### config.mk
export PLATFORM = sky130hd
export DESIGN_NAME = pipe_fetch_ctrl
export DESIGN_NICKNAME = d
export VERILOG_FILES = /design/src/rtl/y86_pkg.sv /design/src/rtl/pc_predict.sv /design/src/rtl/pipe_fetch_ctrl.sv
export SDC_FILE = /design/constraint.sdc
export NUM_CORES = 1
export LEC_CHECK = 0
export CAP_MARGIN = 0
export CORE_MARGIN = 4
export CORE_UTILIZATION = 46
export DETAILED_ROUTE_END_ITERATION = 12
export GPL_ROUTABILITY_DRIVEN = 0
export PLACE_DENSITY = 0.95
export RECOVER_POWER = 25
export SLEW_MARGIN = 10
export SYNTH_ARGS = -nofsm -noshare
export SYNTH_HDL_FRONTEND = slang
export SYNTH_SLANG_ARGS = --single-unit
### constraint.sdc
create_clock -name clk -period 2.75 [get_ports clk]
set_input_delay 0.4125 -clock clk [delete_from_list [all_inputs] [get_ports clk]]
set_output_delay 0.4125 -clock clk [all_outputs]
set_load 0.02 [all_outputs]
### src/rtl/y86_pkg.sv
// Shared Y86-64 definitions for the fetch stage: icodes, status codes and
// the fetch-control state type.
package y86_pkg;

   localparam logic [3:0] I_HALT = 4'd0;
   localparam logic [3:0] I_NOP  = 4'd1;
   localparam logic [3:0] I_JXX  = 4'd7;
   localparam logic [3:0] I_CALL = 4'd8;
   localparam logic [3:0] I_RET  = 4'd9;

   localparam logic [2:0] STAT_AOK = 3'd1;
   localparam logic [2:0] STAT_HLT = 3'd2;
   localparam logic [2:0] STAT_ADR = 3'd3;
   localparam logic [2:0] STAT_INS = 3'd4;

   typedef enum logic [1:0] {
      FS_RUN      = 2'd0,
      FS_RET_WAIT = 2'd1,
      FS_HALTED   = 2'd2
   } fetch_state_e;

   // Memory faults outrank illegal encodings, which outrank a legal halt.
   function automatic logic [2:0] fetch_stat(input logic       imem_error,
                                             input logic       instr_valid,
                                             input logic [3:0] icode);
      if (imem_error)          return STAT_ADR;
      else if (!instr_valid)   return STAT_INS;
      else if (icode == I_HALT) return STAT_HLT;
      else                     return STAT_AOK;
   endfunction

endpackage

### src/rtl/pc_predict.sv
// Always-taken next-PC prediction: jumps and calls go to valC, everything
// else falls through to valP.
module pc_predict
   import y86_pkg::*;
(
   input  logic [3:0]  icode,
   input  logic [63:0] val_c,
   input  logic [63:0] val_p,
   output logic [63:0] pred_pc
);

   assign pred_pc = (icode == I_JXX || icode == I_CALL) ? val_c : val_p;

endmodule

### src/rtl/pipe_fetch_ctrl.sv
// Fetch-stage sequencer: owns the predicted PC, picks the fetch address from
// mispredict / ret / prediction, and handles stalls, ret bubbles and halts.
module pipe_fetch_ctrl
   import y86_pkg::*;
#(
   parameter logic [63:0] RESET_PC    = 64'h0,
   parameter int          RET_BUBBLES = 3
) (
   input  logic        clk,
   input  logic        rst_n,
   input  logic [3:0]  f_icode,
   input  logic [3:0]  f_ifun,
   input  logic [63:0] f_valC,
   input  logic [63:0] f_valP,
   input  logic        f_instr_valid,
   input  logic        f_imem_error,
   input  logic        stall_f,
   input  logic        m_mispredict,
   input  logic [63:0] m_valA,
   input  logic        w_ret,
   input  logic [63:0] w_valM,
   output logic [63:0] pc,
   output logic        f_valid,
   output logic [2:0]  f_stat,
   output logic        halted,
   output logic        ret_wait,
   output logic        protocol_err
);

   localparam logic [2:0] RET_CNT_TARGET = 3'(RET_BUBBLES);
   localparam logic [2:0] RET_CNT_MAX    = 3'd7;

   fetch_state_e state_reg;
   logic [63:0]  pred_pc_reg;
   logic [63:0]  pred_pc_next;
   logic [63:0]  pc_sel;
   logic [2:0]   ret_cnt_reg;
   logic [2:0]   stat_cur;
   logic         protocol_err_reg;
   logic         redirect_ret;
   logic         active;
   logic         unused_ifun;

   // ifun only matters to decode; fetch control ignores it.
   assign unused_ifun = ^f_ifun;

   pc_predict u_pc_predict (
      .icode   (f_icode),
      .val_c   (f_valC),
      .val_p   (f_valP),
      .pred_pc (pred_pc_next)
   );

   assign redirect_ret = (state_reg == FS_RET_WAIT) && w_ret;

   always_comb begin
      pc_sel = pred_pc_reg;
      if (m_mispredict)      pc_sel = m_valA;
      else if (redirect_ret) pc_sel = w_valM;
   end

   assign pc           = rst_n ? pc_sel : RESET_PC;
   assign active       = (state_reg == FS_RUN) || m_mispredict || redirect_ret;
   assign f_valid      = active && !stall_f;
   assign stat_cur     = fetch_stat(f_imem_error, f_instr_valid, f_icode);
   assign f_stat       = stat_cur;
   // A mispredict proves the halting instruction was speculative, so fetch
   // is live again in that very cycle.
   assign halted       = (state_reg == FS_HALTED) && !m_mispredict;
   assign ret_wait     = (state_reg == FS_RET_WAIT);
   assign protocol_err = protocol_err_reg;

   always_ff @(posedge clk or negedge rst_n) begin
      if (!rst_n) begin
         state_reg        <= FS_RUN;
         pred_pc_reg      <= RESET_PC;
         ret_cnt_reg      <= '0;
         protocol_err_reg <= 1'b0;
      end else begin
         if (w_ret && !m_mispredict &&
             (state_reg != FS_RET_WAIT || ret_cnt_reg != RET_CNT_TARGET))
            protocol_err_reg <= 1'b1;

         if (f_valid) begin
            pred_pc_reg <= pred_pc_next;
            ret_cnt_reg <= '0;
            if (stat_cur != STAT_AOK)  state_reg <= FS_HALTED;
            else if (f_icode == I_RET) state_reg <= FS_RET_WAIT;
            else                       state_reg <= FS_RUN;
         end else if (m_mispredict) begin
            // Stalled redirect: remember the target so it is fetched once the
            // stall lifts.
            pred_pc_reg <= m_valA;
            ret_cnt_reg <= '0;
            state_reg   <= FS_RUN;
         end else if (state_reg == FS_RET_WAIT && !w_ret && !stall_f &&
                      ret_cnt_reg != RET_CNT_MAX) begin
            ret_cnt_reg <= ret_cnt_reg + 3'd1;
         end
      end
   end

endmodule

# Word level (Yosys, flattened, before mapping)
# Cells that the tools add are included.
[totals]
output_inout_bits = 71
wordCells = 49
regBits = 70
input_bits = 271
[op_classes]
eq_ne = 9
n_mux = 16
addsub = 1
n_reduce_logical = 19
[ops]
columns = ["op", "n"]
rows = [
  ["2-to-1 mux 64 bit", 6],
  ["2-to-1 mux 3 bit", 5],
  ["equality test 4 bit (second input constant)", 2],
  ["logical AND 1 bit", 8],
  ["2-to-1 mux 2 bit", 4],
  ["equality test 4 x 3 -> 1 bit (second input constant)", 1],
  ["logical NOT 4 bit", 1],
  ["logical OR 1 bit", 4],
  ["adder 3 x 1 -> 3 bit (second input constant)", 1],
  ["logical NOT 1 bit", 3],
  ["inequality test 3 x 1 -> 1 bit (second input constant)", 1],
  ["inequality test 3 x 2 -> 1 bit (second input constant)", 1],
  ["inequality test 3 bit (second input constant)", 1],
  ["nonzero test 3 bit", 1],
  ["equality test 2 x 1 -> 1 bit (second input constant)", 1],
  ["equality test 2 bit (second input constant)", 1],
  ["logical NOT 2 bit", 1],
  ["inequality test 2 x 1 -> 1 bit (second input constant)", 1],
  ["nonzero test 2 bit", 1],
  ["2-to-1 mux 1 bit", 1],
]

# Depth between registers and ports, before layout
# Gate-level depths: netlist (run 1).
[logic_depth]
ltp_word = 7
depth_mapped = 7
depth_no_buf = 5

# Cells and area by module
# From an unflattened synthesis (run 1), not the netlist that was laid out.
[hier_totals]
hier_cells = 915
hier_area_um2 = 8225.4
[modules_own_cells]
columns = ["mod", "area_each_um2", "seq_area_each_um2", "cells_each", "instances"]
rows = [
  ["pipe_fetch_ctrl", 4938.5, 1751.7, 465, 1],
  ["pc_predict", 3286.9, 0.0, 450, 1],
]

# Worst setup path before layout (run 1)
# No wires, ideal clock.
[synth_timing]
path_kind = "input to output"
start = "in f_icode[0]"
end = "out f_stat[0]"
t_arrival_ps = 1456
required_ps = 2338
n_path_buf = 3
stages = 5
slack_ps = 881
cell_sequence = "buf_6 -> buf_2 -> buf_2 -> o41ai_1 -> nand2b_1"
[synth_via]
elab_chain_len = 4
[synth_rtl]
columns = ["element", "line_no", "rtl"]
rows = [
  ["from (decl)", "pipe_fetch_ctrl.sv:11", "input logic [3:0] f_icode,"],
  ["logical NOT 4 bit", "y86_pkg.sv:28", "else if (icode == I_HALT) return STAT_HLT;"],
  ["2-to-1 mux 2 bit", "y86_pkg.sv:28", ""],
  ["2-to-1 mux 3 bit", "y86_pkg.sv:27", "else if (!instr_valid) return STAT_INS;"],
  ["2-to-1 mux 3 bit", "y86_pkg.sv:26", "if (imem_error) return STAT_ADR;"],
  ["to (decl)", "pipe_fetch_ctrl.sv:24", "output logic [2:0] f_stat,"],
]
# Every way passes these cells.

# Final worst setup path (run 1)
[layout_timing]
start = "in w_ret"
end = "out pc[54]"
[layout_via]
elab_chain_len = 4
[layout_rtl]
columns = ["element", "line_no", "rtl"]
rows = [
  ["from (decl)", "pipe_fetch_ctrl.sv:20", "input logic w_ret,"],
  ["logical AND 1 bit", "pipe_fetch_ctrl.sv:54", "assign redirect_ret = (state_reg == FS_RET_WAIT) && w_ret;"],
  ["2-to-1 mux 64 bit", "pipe_fetch_ctrl.sv:59", "else if (redirect_ret) pc_sel = w_valM;"],
  ["2-to-1 mux 64 bit", "pipe_fetch_ctrl.sv:58", "if (m_mispredict) pc_sel = m_valA;"],
  ["2-to-1 mux 64 bit", "pipe_fetch_ctrl.sv:62", "assign pc = rst_n ? pc_sel : RESET_PC;"],
  ["to (decl)", "pipe_fetch_ctrl.sv:22", "output logic [63:0] pc,"],
]
# Every way passes these cells.

==> results.json, run 1 <==
{
  "status": "complete, no violations",
  "hold_viol_final": 0,
  "place.port_buffers": 337,
  "fin_area_sq_um": 11320,
  "pwr-share-clk_pct": 28.1,
  "synth_fa_ha_area_share_pct": 0.5011,
  "die_w_microns": 135.6,
  "cts_buffers": 9,
  "cts_buffer_depth": 2,
  "ys_seq_area_share_pct": 23.38,
  "vias": 8612,
  "h-tree-depth": 3,
  "nNetsFinal": 1530,
  "antenna_found_initial": 0,
  "synthArstFlopShare_pct": 100.0,
  "drtIter0Drc": 702,
  "start_kind": "input pin",
  "synth_top_family_by_area": "simple AND/OR/NAND/NOR gates",
  "drive_above_1_share_pct": 4.444,
  "skew_ns": 0.005632,
  "netlist_instances": 975,
  "crit_required_ns": 2.34,
  "ys_ff_latch": 70,
  "synth_compound_area_share_pct": 25.37,
  "antenna_left": 0,
  "hold_path.class": "in -> async",
  "ys.flop_type": "dfrtp_1",
  "rr_worst_depth": 5,
  "p_int_w": 0.002690,
  "dieArea_sq_um": 18390,
  "clk_pin_slew_ns": 0.06,
  "r2r_end": "ret_cnt_reg[2]$_DFFE_PN0P_",
  "die_h_microns": 135.6,
  "worst_pin_slew_ns": 0.7141,
  "rsz0062_at_grt": "false",
  "slew_headroom_pct": 52.39,
  "drc": 0,
  "clock-sinks": 70,
  "antenna_cells": 0,
  "ctsResizeCount": 60,
  "hpwlAfterDp_mm": 20.48,
  "synth-edff-count": 0,
  "synth_xor_area_share_pct": 0.1169,
  "p_leak_nw": 5.367,
  "cp-startpoint": "w_ret",
  "max-vdd-ir-drop_mv": 0.2628,
  "fin_crit_sh_pct": 97.44,
  "netlist.area_leader.share_pct": 23.38,
  "synth.largest_area_cell": "dfrtp_1",
  "initial_core_util_pct": 46.99,
  "critPathArrivalTime_ns": 2.27,
  "clk_latency_ns": 0.33,
  "yosys_warnings": 0,
  "synth_nets": 1249,
  "wl_mm": 28.71,
  "synth_common_cells": "173 x o21ai_0, 130 x nand2_1, 129 x mux2i_1, 70 x dfrtp_1, 65 x nand2b_1",
  "synthTopCellsByArea": "dfrtp_1 23%, mux2i_1 17%, o21ai_0 12%, and3b_1 7.5%, nand2_1 6.5%",
  "switchingPower_w": 0.001260,
  "cts_setup_buffers": 0,
  "dr.pass1.iters": 5,
  "synthMuxAreaShare_pct": 17.24,
  "fmax_mhz": 373.2,
  "combPwrFrac_pct": 40.0,
  "place_area_sq_um": 11110,
  "grt.total_usage_pct": 29.82,
  "holdBufCountCts": 0,
  "p_per_area_nw_per_um2": 349.0,
  "cts_tree": "yes",
  "worstPathMaxFanout": 11,
  "grt_pass1_wl_mm": 43.93,
  "core-area_sq_um": 15940,
  "area_growth_syn_to_layout_pct": 51.08,
  "detail_route.vias_per_cell": 5.835,
  "reg2reg_from": "ret_cnt_reg[0]$_DFFE_PN0P_",
  "min_period_ns": 2.679,
  "rows": 46,
  "grt_max_degree": 129,
  "setup_viol_count_final": 0,
  "end_kind": "output pin",
  "r2r_setup_slack_ns": 0.99,
  "grt_pass1_vias": 8534,
  "synthSimpleGateAreaFrac_pct": 26.72,
  "p_seq_share_pct": 31.9,
  "fin_setup_tns_ns": 0,
  "post_drt_wl_per_cell_microns": 19.45,
  "synth.most_common_cell": "o21ai_0",
  "syn_area_per_cell_sq_um": 7.683,
  "critPathMaxStageDelay_ns": 0.49,
  "synthDistinctLibCells": 35,
  "gr-total-overflow": 0,
  "cap_violations": 0,
  "critPathKind": "in -> out",
  "ioPinCount": 342,
  "path_cells": "clkdlybuf4s50_1 -> nand3b_1 -> buf_12 -> buf_4 -> mux2i_1 -> o21ai_0 -> and2_1 -> dlygate4sd2_1",
  "cp_slowest_cell": "clkdlybuf4s50_1",
  "largest_reg_flops": 64,
  "crit_end": "pc[54]",
  "mappedNetlistArea_sq_um": 7491,
  "p_sw_share_pct": 31.89,
  "hold_ws_ns": 0.2108,
  "slew_violations": 0,
  "clock-root-buffer": "clkbuf_16"
}
-- cell type report --
cell class | count | area (sq um)
clock buffers | 14 | 264.0
clock inverters | 1 | 5.005
fillers | 1218 | 4626
inverters | 3 | 11.26
multi-input cells | 803 | 5274
flip-flops and latches | 70 | 1752
well taps | 216 | 270.3
repair buffers | 369 | 3741
-- power by group through the flow --
stage                     Combinational [W]  Sequential [W]  Clock [W]
after global routing                0.00172         0.00127    0.00116
after detailed placement            0.00163         0.00127          0
after global placement              0.00157         0.00126          0
after CTS                           0.00158         0.00126    0.00113
final                               0.00158         0.00126    0.00111
after floorplan                    0.000851         0.00124          0
-- cells in the final DEF, fill, tap and decap left out, drive strengths merged, types with 2 or more instances in the layout --
master / instances
nor3: 2
mux2i: 129
buf: 34
o22ai: 64
dlygate4sd2: 59
o21ai: 194
inv: 3
nor2b: 5
nand2b: 65
nor4b: 2
dfrtp: 70
dlymetal6s2s: 5
and2: 64
nand2: 130
ha: 3
nor2: 4
clkbuf: 15
a21boi: 64
clkdlybuf4s50: 270
and3b: 64
-- logic make-up after synthesis --
group           after synthesis
simple gates                342
compound gates              328
fa+ha+maj                     3
xor+xnor                      1
flops                        70
buf+inv                     102
mux                         129
-- through the flow --
stage                     total power, W  util, %  std cells  worst slack [ns]
final                           0.003950    70.99       1476           0.07051
after global routing            0.004152    70.99       1476          0.007444
after CTS                       0.003966    70.93       1476           0.01122
after detailed placement        0.002901    69.71       1461           -0.1961
after global placement          0.002831    69.71       1461           -0.1218
after floorplan                 0.002096        -        975            0.8812
-- per-layer routing --
layer / wire (microns) / track usage, %
met1: 10870 / 35.21
met2: 14540 / 52.32
met3: 2121 / 5.869
met4: 1179 / 13.33
met5: 0 / 0
-- critical path, delay by kind of cell --
| family | cells | cell delay [ns] |
|---|---|---|
| simple gates | 2 | 0.29 |
| mux | 1 | 0.13 |
| buf+inv | 4 | 1.23 |
| compound gates | 1 | 0.20 |
-- worst min-delay path by stage --
stage | start | end | slack, ns
after floorplan | rst_n | pred_pc_reg[0]$_DFFE_PN0P_ | 0.12
after global placement | rst_n | pred_pc_reg[56]$_DFFE_PN0P_ | 0.43
after detailed placement | rst_n | pred_pc_reg[56]$_DFFE_PN0P_ | 0.43
after CTS | rst_n | pred_pc_reg[56]$_DFFE_PN0P_ | 0.08
after global routing | rst_n | pred_pc_reg[52]$_DFFE_PN0P_ | 0.23
final | rst_n | pred_pc_reg[56]$_DFFE_PN0P_ | 0.21
Note: power is estimated with default switching activity, not from simulation.
==> run 2, diff against run 1 <==
Settings changed: CORE_UTILIZATION 46 to 44, PLACE_DENSITY 0.95 to 0.93.
==> run 2 against run 1 <==
Flip-flop and latch count is the same; cell area decreased by 0.30%; register-to-register slack barely moved; setup slack better by 0.042 ns; die area increased by 4.3%; clock skew grew 0.0016 ns; non-clock buffer count is 1 lower; clock power rose by 4%; critical path type unchanged; largest cell class unchanged.
==> results.json, run 2 (synthesized netlist as in run 1, its figures left out) <==
{
  "worst_pin_slew_ns": 0.6987,
  "ioPinCount": 342,
  "gr-total-overflow": 0,
  "dieArea_sq_um": 19180,
  "area_growth_syn_to_layout_pct": 50.63,
  "p_seq_share_pct": 31.6,
  "finalPower_w": 0.003982,
  "fin_crit_sh_pct": 95.90,
  "p_per_area_nw_per_um2": 352.9,
  "r2r_setup_slack_ns": 0.99,
  "holdBufCountCts": 0,
  "setup_viol_count_final": 0,
  "largest_reg_flops": 64,
  "worstPathMaxFanout": 20,
  "cts_buffer_depth": 2,
  "critPathArrivalTime_ns": 2.22,
  "r2r_end": "ret_cnt_reg[2]$_DFFE_PN0P_",
  "detail_route.vias_per_cell": 5.792,
  "slew_violations": 0,
  "cts_buffers": 9,
  "pwr-share-clk_pct": 28.8,
  "combPwrFrac_pct": 39.6,
  "drtIter0Drc": 730,
  "vias": 8572,
  "rows": 47,
  "cap_violations": 0,
  "antenna_cells": 0,
  "end_kind": "output pin",
  "n_fill_cell": 1320,
  "hold_path.class": "in -> async",
  "antenna_left": 0,
  "fin_area_sq_um": 11280,
  "multi_input_area_sq_um": 5274,
  "drive_above_1_share_pct": 4.603,
  "grt_pass1_vias": 8541,
  "max-vdd-ir-drop_mv": 0.2673,
  "core-area_sq_um": 16640,
  "hold_ws_ns": 0.1924,
  "clk_pin_slew_ns": 0.06,
  "fmax_mhz": 379.2,
  "hpwlAfterDp_mm": 19.90,
  "rr_worst_depth": 5,
  "slew_headroom_pct": 53.42,
  "antenna_found_initial": 0,
  "mostFrequentLayoutCell": "clkdlybuf4s50_1",
  "switchingPower_w": 0.001270,
  "initial_core_util_pct": 45.01,
  "dr.pass1.iters": 5,
  "drc": 0,
  "wl_mm": 28.44,
  "p_int_w": 0.002712,
  "reg2reg_from": "ret_cnt_reg[0]$_DFFE_PN0P_",
  "hold_viol_final": 0,
  "die_w_microns": 138.5,
  "place.port_buffers": 337,
  "start_kind": "input pin",
  "p_leak_nw": 5.323,
  "grt_max_degree": 81,
  "mostFrequentLayoutCells": "269 x clkdlybuf4s50_1, 173 x o21ai_0, 130 x nand2_1",
  "grt.total_usage_pct": 28.00,
  "h-tree-depth": 3,
  "final_util_pct": 67.80,
  "rsz0062_at_grt": "false",
  "place_area_sq_um": 11070,
  "min_period_ns": 2.637,
  "clock-sinks": 70,
  "crit_required_ns": 2.34,
  "critPathKind": "in -> out",
  "die_h_microns": 138.5,
  "regArea_sq_um": 1752,
  "status": "complete, no violations",
  "nNetsFinal": 1529,
  "skew_ns": 0.007266,
  "p_sw_share_pct": 31.89,
  "cts_setup_buffers": 0,
  "grt_pass1_wl_mm": 44.39,
  "clock-root-buffer": "clkbuf_16",
  "cts_tree": "yes",
  "clk_latency_ns": 0.33,
  "post_drt_wl_per_cell_microns": 19.21
}
[run 2: cell count changes in the layout (fill, tap and decap cells not counted), sizes merged]
cell           change
buf                -1
clkbuf             -1
clkdlybuf4s50      -1
clkinv             +1
clkinvlp           +1
dlygate4sd2        +4
dlymetal6s2s       -3
[run 2: how the worst max path moves through the flow]
| stage | cells after the start | to | slack [ns] | start |
|---|---|---|---|---|
| 2_1_floorplan | 5 | f_stat[0] | 0.88 | f_icode[0] |
| 3_3_place_gp | 8 | pc[16] | -0.07 | w_ret |
| 3_5_place_dp | 8 | pc[57] | -0.12 | w_ret |
| 4_1_cts | 7 | pc[32] | 0.03 | w_ret |
| 5_1_grt | 8 | pc[16] | 0.03 | w_ret |
| 6_report | 8 | pc[54] | 0.11 | w_ret |
[run 2: cell type report]
cell class,instances,share of cell area (%)
Clock buffer,13,2.395
Timing Repair Buffer,368,32.65
Multi-Input combinational cell,803,46.74
Sequential cell,70,15.52
Inverter,3,0.09980
Clock inverter,3,0.1552
Tap cell,220,2.440
[run 2: metrics by stage]
stage	setup WS (ns)	setup TNS, ns	instances
final	0.1128	0	1480
after global routing	0.03023	0	1480
after CTS	0.03120	0	1480
after floorplan	0.8812	0	975
after global placement	-0.07129	-0.6535	1464
after detailed placement	-0.1152	-2.288	1464
[run 2: critical path, cell delays in order]
cell and delay (ns):
clkdlybuf4s50_1 0.48, nand3b_1 0.11, buf_4 0.18, buf_12 0.16, mux2i_1 0.15, o21ai_0 0.22
and2_1 0.16, dlygate4sd2_1 0.33
[run 2: power by group through the flow]
stage | registers, W | clock network (W) | logic, W
6_report | 0.00126 | 0.00115 | 0.00158
3_5_place_dp | 0.00127 | 0 | 0.00162
2_1_floorplan | 0.00124 | 0 | 0.000851
4_1_cts | 0.00125 | 0.00117 | 0.00158
5_1_grt | 0.00127 | 0.00121 | 0.00171
3_3_place_gp | 0.00126 | 0 | 0.00157
[run 2: per-layer routing]
metal	up-vias	GRT usage (%)	wire length [microns]
met2	413	48.82	14170
met5	-	0	0
met4	0	12.69	1201
met3	90	4.903	1756
li1	4025	-	-
met1	4044	33.67	11310
[run 2: repair_timing]
action                                 CTS  global route
endpoints found under the hold margin    0             0
gates resized for setup                 63             2
setup endpoints to repair               63             2
==> run 3, diff against run 2 <==
Settings changed: SLEW_MARGIN 10 to 40.
==> results of run 3 <==
No change in the layout: final DEF, timing and power equal those of run 2.
